`config.mk`:
```
export PLATFORM = sky130hd
export DESIGN_NAME = fetch_unit
export DESIGN_NICKNAME = d
export VERILOG_FILES = /design/src/rtl/cr16_fetch_pkg.sv /design/src/rtl/fetch_unit.sv
export SDC_FILE = /design/constraint.sdc
export NUM_CORES = 1
export LEC_CHECK = 0
export BUFFER_PORTS_ARGS = -buffer_cell sky130_fd_sc_hd__buf_2
export CORE_AREA = 3 3 80 82
export DETAILED_ROUTE_END_ITERATION = 8
export DIE_AREA = 0 0 83 85
export PLACE_DENSITY = 0.8
export SLEW_MARGIN = 0
export SYNTH_ARGS = -nofsm -noshare
export SYNTH_HDL_FRONTEND = slang
export SYNTH_SLANG_ARGS = --single-unit
```
`constraint.sdc`:
```
create_clock -name I_CLK -period 3.9 [get_ports I_CLK]
set_clock_uncertainty 0.2 [all_clocks]
set_input_delay 0.585 -clock I_CLK [delete_from_list [all_inputs] [get_ports I_CLK]]
set_output_delay 0.585 -clock I_CLK [all_outputs]
set_load 0.01 [all_outputs]
```
`src/rtl/cr16_fetch_pkg.sv`:
```
// Shared definitions for the CR16 instruction fetch stage.
//   fetch_state_t         : fetch FSM state encoding
//   DEFAULT_ADDRESS_WIDTH : default PC / instruction memory address width
//   DEFAULT_DATA_WIDTH    : default instruction word width
package cr16_fetch_pkg;

  localparam int unsigned DEFAULT_ADDRESS_WIDTH = 16;
  localparam int unsigned DEFAULT_DATA_WIDTH    = 16;

  typedef enum logic [2:0] {
    S_IDLE,
    S_READ,
    S_CAPTURE,
    S_HOLD,
    S_ADVANCE
  } fetch_state_t;

endpackage

```
`src/rtl/fetch_unit.sv`:
```
// CR16 instruction fetch stage.
// Samples the PC, issues one read to synchronous instruction memory, captures the returned
// word and presents it to decode with a valid/ready handshake. After each accepted
// instruction or taken branch it emits a single-cycle PC enable pulse, together with the
// redirect selects when a branch is being taken.
//
// Ports:
//   I_CLK, I_NRESET                 clock, asynchronous active-low reset
//   I_ENABLE                        run enable; new fetches start only while high
//   I_PC_ADDRESS                    current PC value
//   O_PC_ENABLE                     registered one-cycle PC update pulse
//   O_PC_ADDRESS_SELECT             with the pulse: load O_PC_ADDRESS instead of incrementing
//   O_PC_ADDRESS_SELECT_INCREMENT   with the pulse: load O_PC_ADDRESS + 1
//   O_PC_ADDRESS                    redirect target for the PC
//   I_BRANCH_VALID/TARGET/PLUS_ONE  one-cycle branch request from execute
//   O_MEM_READ, O_MEM_ADDRESS       memory read strobe/address (decoded from state)
//   I_MEM_DATA                      read data, valid one cycle after O_MEM_READ
//   O_INSTR, O_INSTR_ADDRESS        captured instruction and its fetch address
//   O_INSTR_VALID, I_INSTR_READY    decode handshake
module fetch_unit
  import cr16_fetch_pkg::*;
#(
  parameter int unsigned P_ADDRESS_WIDTH = DEFAULT_ADDRESS_WIDTH,
  parameter int unsigned P_DATA_WIDTH    = DEFAULT_DATA_WIDTH
) (
  input  logic                       I_CLK,
  input  logic                       I_NRESET,
  input  logic                       I_ENABLE,
  input  logic [P_ADDRESS_WIDTH-1:0] I_PC_ADDRESS,
  output logic                       O_PC_ENABLE,
  output logic                       O_PC_ADDRESS_SELECT,
  output logic                       O_PC_ADDRESS_SELECT_INCREMENT,
  output logic [P_ADDRESS_WIDTH-1:0] O_PC_ADDRESS,
  input  logic                       I_BRANCH_VALID,
  input  logic [P_ADDRESS_WIDTH-1:0] I_BRANCH_TARGET,
  input  logic                       I_BRANCH_PLUS_ONE,
  output logic                       O_MEM_READ,
  output logic [P_ADDRESS_WIDTH-1:0] O_MEM_ADDRESS,
  input  logic [P_DATA_WIDTH-1:0]    I_MEM_DATA,
  output logic [P_DATA_WIDTH-1:0]    O_INSTR,
  output logic [P_ADDRESS_WIDTH-1:0] O_INSTR_ADDRESS,
  output logic                       O_INSTR_VALID,
  input  logic                       I_INSTR_READY
);

  fetch_state_t               state_q;
  logic [P_ADDRESS_WIDTH-1:0] addr_q;

  // A branch only matters while a fetch is outstanding; in S_IDLE and S_ADVANCE
  // no instruction is owned by this stage, so the request is ignored.
  logic in_flight;
  logic branch_taken;

  always_comb begin
    in_flight    = (state_q == S_READ) || (state_q == S_CAPTURE) || (state_q == S_HOLD);
    branch_taken = I_BRANCH_VALID && in_flight;
  end

  // Memory strobe and address are combinational so the read is issued in the
  // same cycle the FSM enters S_READ.
  always_comb begin
    O_MEM_READ    = (state_q == S_READ);
    O_MEM_ADDRESS = O_MEM_READ ? addr_q : '0;
  end

  always_ff @(posedge I_CLK or negedge I_NRESET) begin
    if (!I_NRESET) begin
      state_q                       <= S_IDLE;
      addr_q                        <= '0;
      O_PC_ENABLE                   <= 1'b0;
      O_PC_ADDRESS_SELECT           <= 1'b0;
      O_PC_ADDRESS_SELECT_INCREMENT <= 1'b0;
      O_PC_ADDRESS                  <= '0;
      O_INSTR                       <= '0;
      O_INSTR_ADDRESS               <= '0;
      O_INSTR_VALID                 <= 1'b0;
    end else if (branch_taken) begin
      // Branch wins over capture and over a simultaneous accept; either way a
      // single redirect pulse is issued and any fetched data is dropped.
      O_INSTR_VALID                 <= 1'b0;
      O_PC_ADDRESS                  <= I_BRANCH_TARGET;
      O_PC_ADDRESS_SELECT           <= 1'b1;
      O_PC_ADDRESS_SELECT_INCREMENT <= I_BRANCH_PLUS_ONE;
      O_PC_ENABLE                   <= 1'b1;
      state_q                       <= S_ADVANCE;
    end else begin
      case (state_q)
        S_IDLE: begin
          if (I_ENABLE) begin
            addr_q  <= I_PC_ADDRESS;
            state_q <= S_READ;
          end
        end

        S_READ: begin
          state_q <= S_CAPTURE;
        end

        S_CAPTURE: begin
          O_INSTR         <= I_MEM_DATA;
          O_INSTR_ADDRESS <= addr_q;
          O_INSTR_VALID   <= 1'b1;
          state_q         <= S_HOLD;
        end

        S_HOLD: begin
          if (I_INSTR_READY) begin
            O_INSTR_VALID                 <= 1'b0;
            O_PC_ENABLE                   <= 1'b1;
            O_PC_ADDRESS_SELECT           <= 1'b0;
            O_PC_ADDRESS_SELECT_INCREMENT <= 1'b0;
            state_q                       <= S_ADVANCE;
          end
        end

        S_ADVANCE: begin
          // The PC has already moved on the pulse's rising edge, so I_PC_ADDRESS
          // here is the next fetch address.
          O_PC_ENABLE                   <= 1'b0;
          O_PC_ADDRESS_SELECT           <= 1'b0;
          O_PC_ADDRESS_SELECT_INCREMENT <= 1'b0;
          if (I_ENABLE) begin
            addr_q  <= I_PC_ADDRESS;
            state_q <= S_READ;
          end else begin
            state_q <= S_IDLE;
          end
        end

        default: begin
          state_q <= S_IDLE;
        end
      endcase
    end
  end

endmodule

```
[Yosys cells after proc, flatten, opt, wreduce, memory -nomap -nowiden]
Cells that the tools add are included.
Operators by class
  bitwise gates (word level): 1
  equal/unequal tests: 6
  multiplexer cells: 15
  div/mod/pow operators: 0
  multiply operators: 0
  magnitude comparators: 0
  shifts and indexed selects: 0
  reductions and logical operators: 12
  $add $sub $neg: 0
Operators with widths (number)
  $mux W16: 1
  $pmux W3 S5: 1
  $mux W3: 3
  $reduce_and A2 Y1: 4
  $mux W1: 7
  $eq A3 B2 Y1 const B: 2
  $ne A3 B3 Y1 const B: 2
  $pmux W1 S2: 3
  $reduce_bool A3 Y1: 2
  $eq A3 B1 Y1 const B: 1
  $eq A3 B3 Y1 const B: 1
  $logic_not A3 Y1: 1
  $reduce_and A3 Y1: 1
  $logic_or A1 B1 Y1: 2
  $reduce_or A2 Y1: 1
  $logic_and A1 B1 Y1: 1
  $not A1 Y1: 1
Storage, ports and cells
  register bits after elaboration: 71
  bits in read-only memories: 0
  output and inout bits: 69
  bits in latches: 0
  bits in writable memories: 0
  memories kept: 0
  bits of input ports: 54
  word-level logic and storage cells: 43

[Depth between registers and ports, before layout]
Gate-level depths: netlist of the first run.
  depth after elaboration: 6
  gate-level depth with buffers: 5
  depth with buffers taken out: 4

[Worst setup path before layout of the first run]
No wires, ideal clock.
  path type: register -> output
  start point: reg state_q[0]
  end point: out O_MEM_ADDRESS[10]
  cell stages (with the launch flop): 4
  data arrival time: 1270 ps
  path buffers: 1
  setup slack: 1845 ps
  data required time: 3115 ps
  path through: dfrtp_1 > nor3b_1 > buf_2 > and2_1
On the way
  longest elaborated chain between the ends: 2
Ends and longest elaborated chain
  from (decl): line fetch_unit.sv:46  | fetch_state_t state_q;
  from (signal assigned): line fetch_unit.sv:68  | state_q <= S_IDLE;
  from (signal assigned): line fetch_unit.sv:85  | state_q <= S_ADVANCE;
  from (signal assigned): line fetch_unit.sv:91  | state_q <= S_READ;
  $eq A3 B1 Y1: line fetch_unit.sv:62  | O_MEM_READ = (state_q == S_READ);
  via O_MEM_READ: line fetch_unit.sv:37  | output logic O_MEM_READ,
  $mux W16: line fetch_unit.sv:63  | O_MEM_ADDRESS = O_MEM_READ ? addr_q : '0;
  to (decl): line fetch_unit.sv:38  | output logic [P_ADDRESS_WIDTH-1:0] O_MEM_ADDRESS,
The timed path passes the listed nets, and every way through them passes these cells.

[Worst setup path after layout of the first run]
  start point: reg state_q[0]
  end point: out O_MEM_ADDRESS[4]
On the way
  longest elaborated chain between the ends: 2
Ends and longest elaborated chain (line)
  $eq A3 B1 Y1: fetch_unit.sv:62
  $mux W16: fetch_unit.sv:63
Every way passes these cells.

==> metrics.yaml, run 1 <==
crit_arrival_ns: 1.95
die_width_um: 83
critical_path_class: "register to primary output"
ys_types: 22
start_util_pct: 50.3
synth_seq_area_share_pct: 60.8
synth_warnings: 0
fin_crit_sh_pct: 70.2
multi_input_area_um2: 1070
post_cts_buffers: 0
critPathMaxStageDelay_ns: 0.79
min_path_type: "input port to async pin"
area.growth.synth_to_final_pct: 29.4
drtAntennaViolNets: 0
seqCellArea_um2: 1780
setup_slack_ns: 1.16
status: "finished, final reports clean"
drtIter0Drc: 34
cts_max_level: 3
fin_nets: 362
worst_slew_pin_slew_ns: 0.918
num_rows: 28
clock-sinks: 71
syn-cell-area_um2: 2920
async_reset_ff_share_pct: 100
cts_buffer_depth: 2
fmax_mhz: 365
rsz0062_at_grt: "no"
grt_pass1_vias: 1969
final-setup-viol-count: 0
root_buffer: "clkbuf_8"
viasPerCell: 4.86
ioPinCount: 123
clkLatencyLatePin_ns: 0.32
clkSlewWorstSetupHoldPaths_ns: 0.08
dieArea_um2: 7060
whs_ns: 0.0373
finalHoldViolCount: 0
synth-seq-cells: 71
slew_headroom_pct: 38.5
max_cap_violations: 0
numCtsBuffers: 9
synth_top_flop_cell: "dfrtp_1"
layout_min_cycle_time_ns: 2.74
dp_hpwl_um: 4260
syn-num-nets: 233
die_y_um: 85
core_um2: 5820
path_max_fanout: 17
antenna_found_initial: 0
syn_inst: 179
pwr_density_cell_nw_per_um2: 854
grt_overflow: 0
routedWlPerCell_um: 14.9
avgSynthCellArea_um2: 16.3
drv_slew: 0
holdBufCountCts: 0
grt_max_degree: 28
cp_top_family: "simple AND/OR/NAND/NOR gates"
gp_congestion: 0.755
drive_gt1_share_pct: 67.4
worstPathCellList: "nor3b_2 -> and2_1 -> buf_2"
critPathCaptureType: "primary output"
vias: 1886
critPathRequiredTime_ns: 3.12
cts_tree: "built"
critical_path.startpoint_type: "register"
cts_resized: 0
grt_pass1_wl_um: 9600
crit_slowest_cell: "nor3b_2"
io_buffers: 122
leakage_nw: 1.91
synth_edf_count: 0
track_usage_pct: 17.1
antennaDiodeCount: 0
cp_num_buf_inv: 1
first_pass_iters: 4
final.fill_count: 460
dp_slack_ns: 1.38
ir_drop_uv: 351
fin_setup_tns_ns: 0
drc_errors: 0
drt-total-wl_um: 5800
metrics by stage:
step | power, mW | cells | area (µm²) | util [%]
after floorplan | 2.20 | 179 | 2920 | -
after global placement | 2.65 | 372 | 3590 | 61.7
after detailed placement | 2.70 | 372 | 3590 | 61.7
after CTS | 3.27 | 388 | 3780 | 65.1
after global routing | 3.45 | 388 | 3780 | 65.1
final | 3.23 | 388 | 3780 | 65.1
synth_stat cells, types with 2 or more instances:
library cell	count	area (µm²)
buf_4	2	15.0
buf_8	3	45.0
mux2_2	34	383
buf_2	2	10.0
nor3b_1	3	22.5
mux2_4	30	450
nor2_1	4	15.0
dfrtp_1	71	1780
and2_1	17	106
cells in the final DEF, fill, tap and decap left out:
cell / count
a21o_1: 1
a31o_2: 1
a32o_1: 1
and2_1: 17
buf_2: 122
buf_4: 4
bufinv_16: 1
clkbuf_8: 10
clkinv_2: 3
clkinvlp_4: 2
dfrtp_1: 71
inv_1: 1
mux2_2: 34
mux2_4: 30
nand2_1: 1
nand3_1: 1
nor2_1: 4
nor2_4: 1
nor3b_1: 1
nor3b_2: 2
nor4b_1: 1
o21a_1: 1
o21ai_0: 1
or3_1: 1
or3b_4: 1
final cells by class:
cell class                      count  area share [%]
Timing Repair Buffer              126            16.9
Clock buffer                       10            3.64
Sequential cell                    71            46.9
Tap cell                           75            2.48
Clock inverter                      6            1.59
Multi-Input combinational cell     99            28.3
Inverter                            1          0.0992
cells by family after synthesis:
kind of cell / share of synthesized area (%)
AO/OA/AOI/OAI: 1.33
buffers and inverters: 2.91
flip-flops: 60.8
AND/OR/NAND/NOR: 6.50
multiplexers: 28.5
layer usage:
metal,up-vias,wire (µm),GRT usage [%]
li1,881,-,-
met1,937,2470,22.2
met2,61,2910,27.0
met3,7,347,4.76
met4,0,79,7.73
met5,-,0,0
flip-flops by register name (all words and copies together) (netlist names):
name and count:
O_INSTR 16, O_INSTR_ADDRESS 16, O_INSTR_VALID 1, O_PC_ADDRESS 16, O_PC_ADDRESS_SELECT 1, O_PC_ADDRESS_SELECT_INCREMENT 1, O_PC_ENABLE 1, addr_q 16
state_q 3
where the power goes:
group	switching (mW)	internal [mW]
combinational	0.569	0.757
sequential	0.224	1.11
clock	0.262	0.309
path summary, 6_finish.rpt:
| path | startpoint | to | slack (ns) | cells after the start |
|---|---|---|---|---|
| min in group I_CLK | I_BRANCH_VALID | state_q[1] | 0.26 | 2 |
| hold / removal | I_NRESET | addr_q[8] | 0.04 | 1 |
| max in group asynchronous | I_NRESET | O_PC_ADDRESS[15] | 2.71 | 2 |
| setup / recovery | state_q[0] | O_MEM_ADDRESS[4] | 1.16 | 3 |
| hold reg to reg | O_PC_ADDRESS[13] | O_PC_ADDRESS[13] | 0.30 | 1 |
| setup reg to reg | state_q[2] | O_INSTR_ADDRESS[13] | 1.59 | 4 |
(Power assumes the default switching activity.)
==> run 2, diff against run 1 <==
- CORE_AREA: 3 3 80 82 -> 3 3 87 89
- DIE_AREA: 0 0 83 85 -> 0 0 90 92
- PLACE_DENSITY: 0.8 -> 0.71
- clock period: 3.9 -> 2.5 ns (I/O delays scaled with it)
==> metrics.yaml, run 2 (synthesized netlist as in run 1, its figures left out) <==
final_common_cell: "buf_2"
start_util_pct: 42.8
fmax_mhz: 474
first_pass_iters: 3
critPathRequiredTime_ns: 1.92
path_max_fanout: 17
root_buffer: "clkbuf_8"
viasPerCell: 4.60
post_cts_buffers: 0
antenna_found_initial: 0
drtIter0Drc: 66
critPathMaxStageDelay_ns: 0.47
ir_drop_uv: 732
busiest_layer: "met2"
critical_path_class: "register to primary output"
core_um2: 6830
crit_arrival_ns: 1.54
pwr_density_cell_nw_per_um2: 1340
fin_total_pwr_mw: 5.19
track_usage_pct: 15.6
clockPowerShare_pct: 19.9
fin_cells: 413
pwr-share-comb_pct: 40.3
use_met2_pct: 23.6
drtAntennaViolNets: 0
grtUsageMet3_pct: 5.00
critPathCaptureType: "primary output"
dp_slack_ns: 0.496
die_y_um: 92
grt_pass1_wl_um: 10100
setup.worst_path.end: "O_MEM_ADDRESS[0]"
area.growth.synth_to_final_pct: 32.9
max_cap_violations: 0
rr_endpoint: "O_INSTR_ADDRESS[12]"
clock-sinks: 71
crit_slowest_cell: "dfrtp_1"
dpl.cell_count: 396
slew_headroom_pct: 63.9
cts_max_level: 3
dp_hpwl_um: 4420
die_width_um: 90
grt.met1_usage_pct: 20.4
drv_slew: 0
io_buffers: 122
switching_share_pct: 32.6
gp_congestion: 0.686
grt_pass1_vias: 1992
grt_max_degree: 32
antennaDiodeCount: 0
clkSlewWorstSetupHoldPaths_ns: 0.08
most-common-layout-cells: "122 x buf_2, 71 x dfrtp_1, 34 x mux2_2"
dieArea_um2: 8280
r2r-start: "state_q[2]"
fin_nets: 366
reg2regPathDepth: 4
crit_start: "state_q[0]"
fin_crit_sh_pct: 84.5
worstPathCellList: "nor3b_2 -> buf_4 -> and2_1 -> buf_2"
internal_power_mw: 3.50
routedWlPerCell_um: 14.7
final-setup-viol-count: 0
min_path_type: "input port to register"
drt-total-wl_um: 6090
cts_tree: "built"
clkLatencyLatePin_ns: 0.35
drive_gt1_share_pct: 67.5
rrSetupSlack_ns: 0.50
grt_overflow: 0
leakage_nw: 1.95
finalHoldViolCount: 0
ioPinCount: 123
final.fill_count: 579
layout_min_cycle_time_ns: 2.11
worst_slew_pin_slew_ns: 0.542
fin_setup_tns_ns: 0
fin_util_pct: 56.9
cts_buffer_depth: 2
critical_path.startpoint_type: "register"
seqPwrFrac_pct: 39.9
num_rows: 30
vias: 1901
drc_errors: 0
setup_slack_ns: 0.389
status: "finished, final reports clean"
rsz0062_at_grt: "no"
p_switching_mw: 1.69
numCtsBuffers: 9
==> run 2: repair_timing <==
action | CTS | global route
endpoints found under the hold margin | 21 | 0
gates resized for setup | 0 | 0
hold buffers | 1 | 0
==> run 2: metal layers <==
layer  vias to the layer above  part of all wire [%]
li1                        891                     -
met1                       927                    43
met2                        72                    48
met3                        11                   7.1
met4                         0                   1.7
met5                         -                     0
==> run 2: worst max-delay path, delay by kind of cell (launching register included) <==
kind / cells / cell delay (ns)
buffers and inverters: 2 / 0.36
flip-flops: 1 / 0.47
AND/OR/NAND/NOR: 2 / 0.36
==> run 2: per-stage QoR <==
stage / area (µm²) / hold WS, ns
after floorplan: 2920 / -0.121
after global placement: 3650 / 0.176
after detailed placement: 3650 / 0.186
after CTS: 3880 / 0.0185
after global routing: 3880 / 0.0256
final: 3880 / 0.0383
==> run 2: worst min path at each step <==
| stage | startpoint | to | slack [ns] | cells after the start |
|---|---|---|---|---|
| final | I_BRANCH_VALID | state_q[1] | 0.04 | 2 |
| after global routing | I_BRANCH_PLUS_ONE | O_PC_ADDRESS_SELECT_INCREMENT | 0.03 | 2 |
| after floorplan | I_NRESET | O_INSTR[0] | -0.12 | 0 |
| after global placement | I_NRESET | O_PC_ADDRESS[10] | 0.18 | 1 |
| after CTS | I_BRANCH_VALID | state_q[1] | 0.02 | 2 |
| after detailed placement | I_NRESET | O_PC_ADDRESS[10] | 0.19 | 1 |
==> run 2: power by group through the flow <==
stage                     clock network [mW]  logic (mW)  registers, mW
after detailed placement                   0        2.12           2.09
after floorplan                            0        1.17           2.25
after global routing                    1.10        2.27           2.15
final                                   1.03        2.09           2.07
after CTS                               1.06        2.13           2.08
after global placement                     0        2.08           2.07
==> run 2: final cells by class <==
class | instances | area (µm²) | share of cell area, %
multi-input cells | 99 | 1070 | 27.6
well taps | 96 | 120 | 3.09
repair buffers | 130 | 686 | 17.6
inverters | 1 | 3.75 | 0.0966
clock inverters | 7 | 103 | 2.64
flip-flops and latches | 71 | 1780 | 45.7
clock buffers | 9 | 124 | 3.19
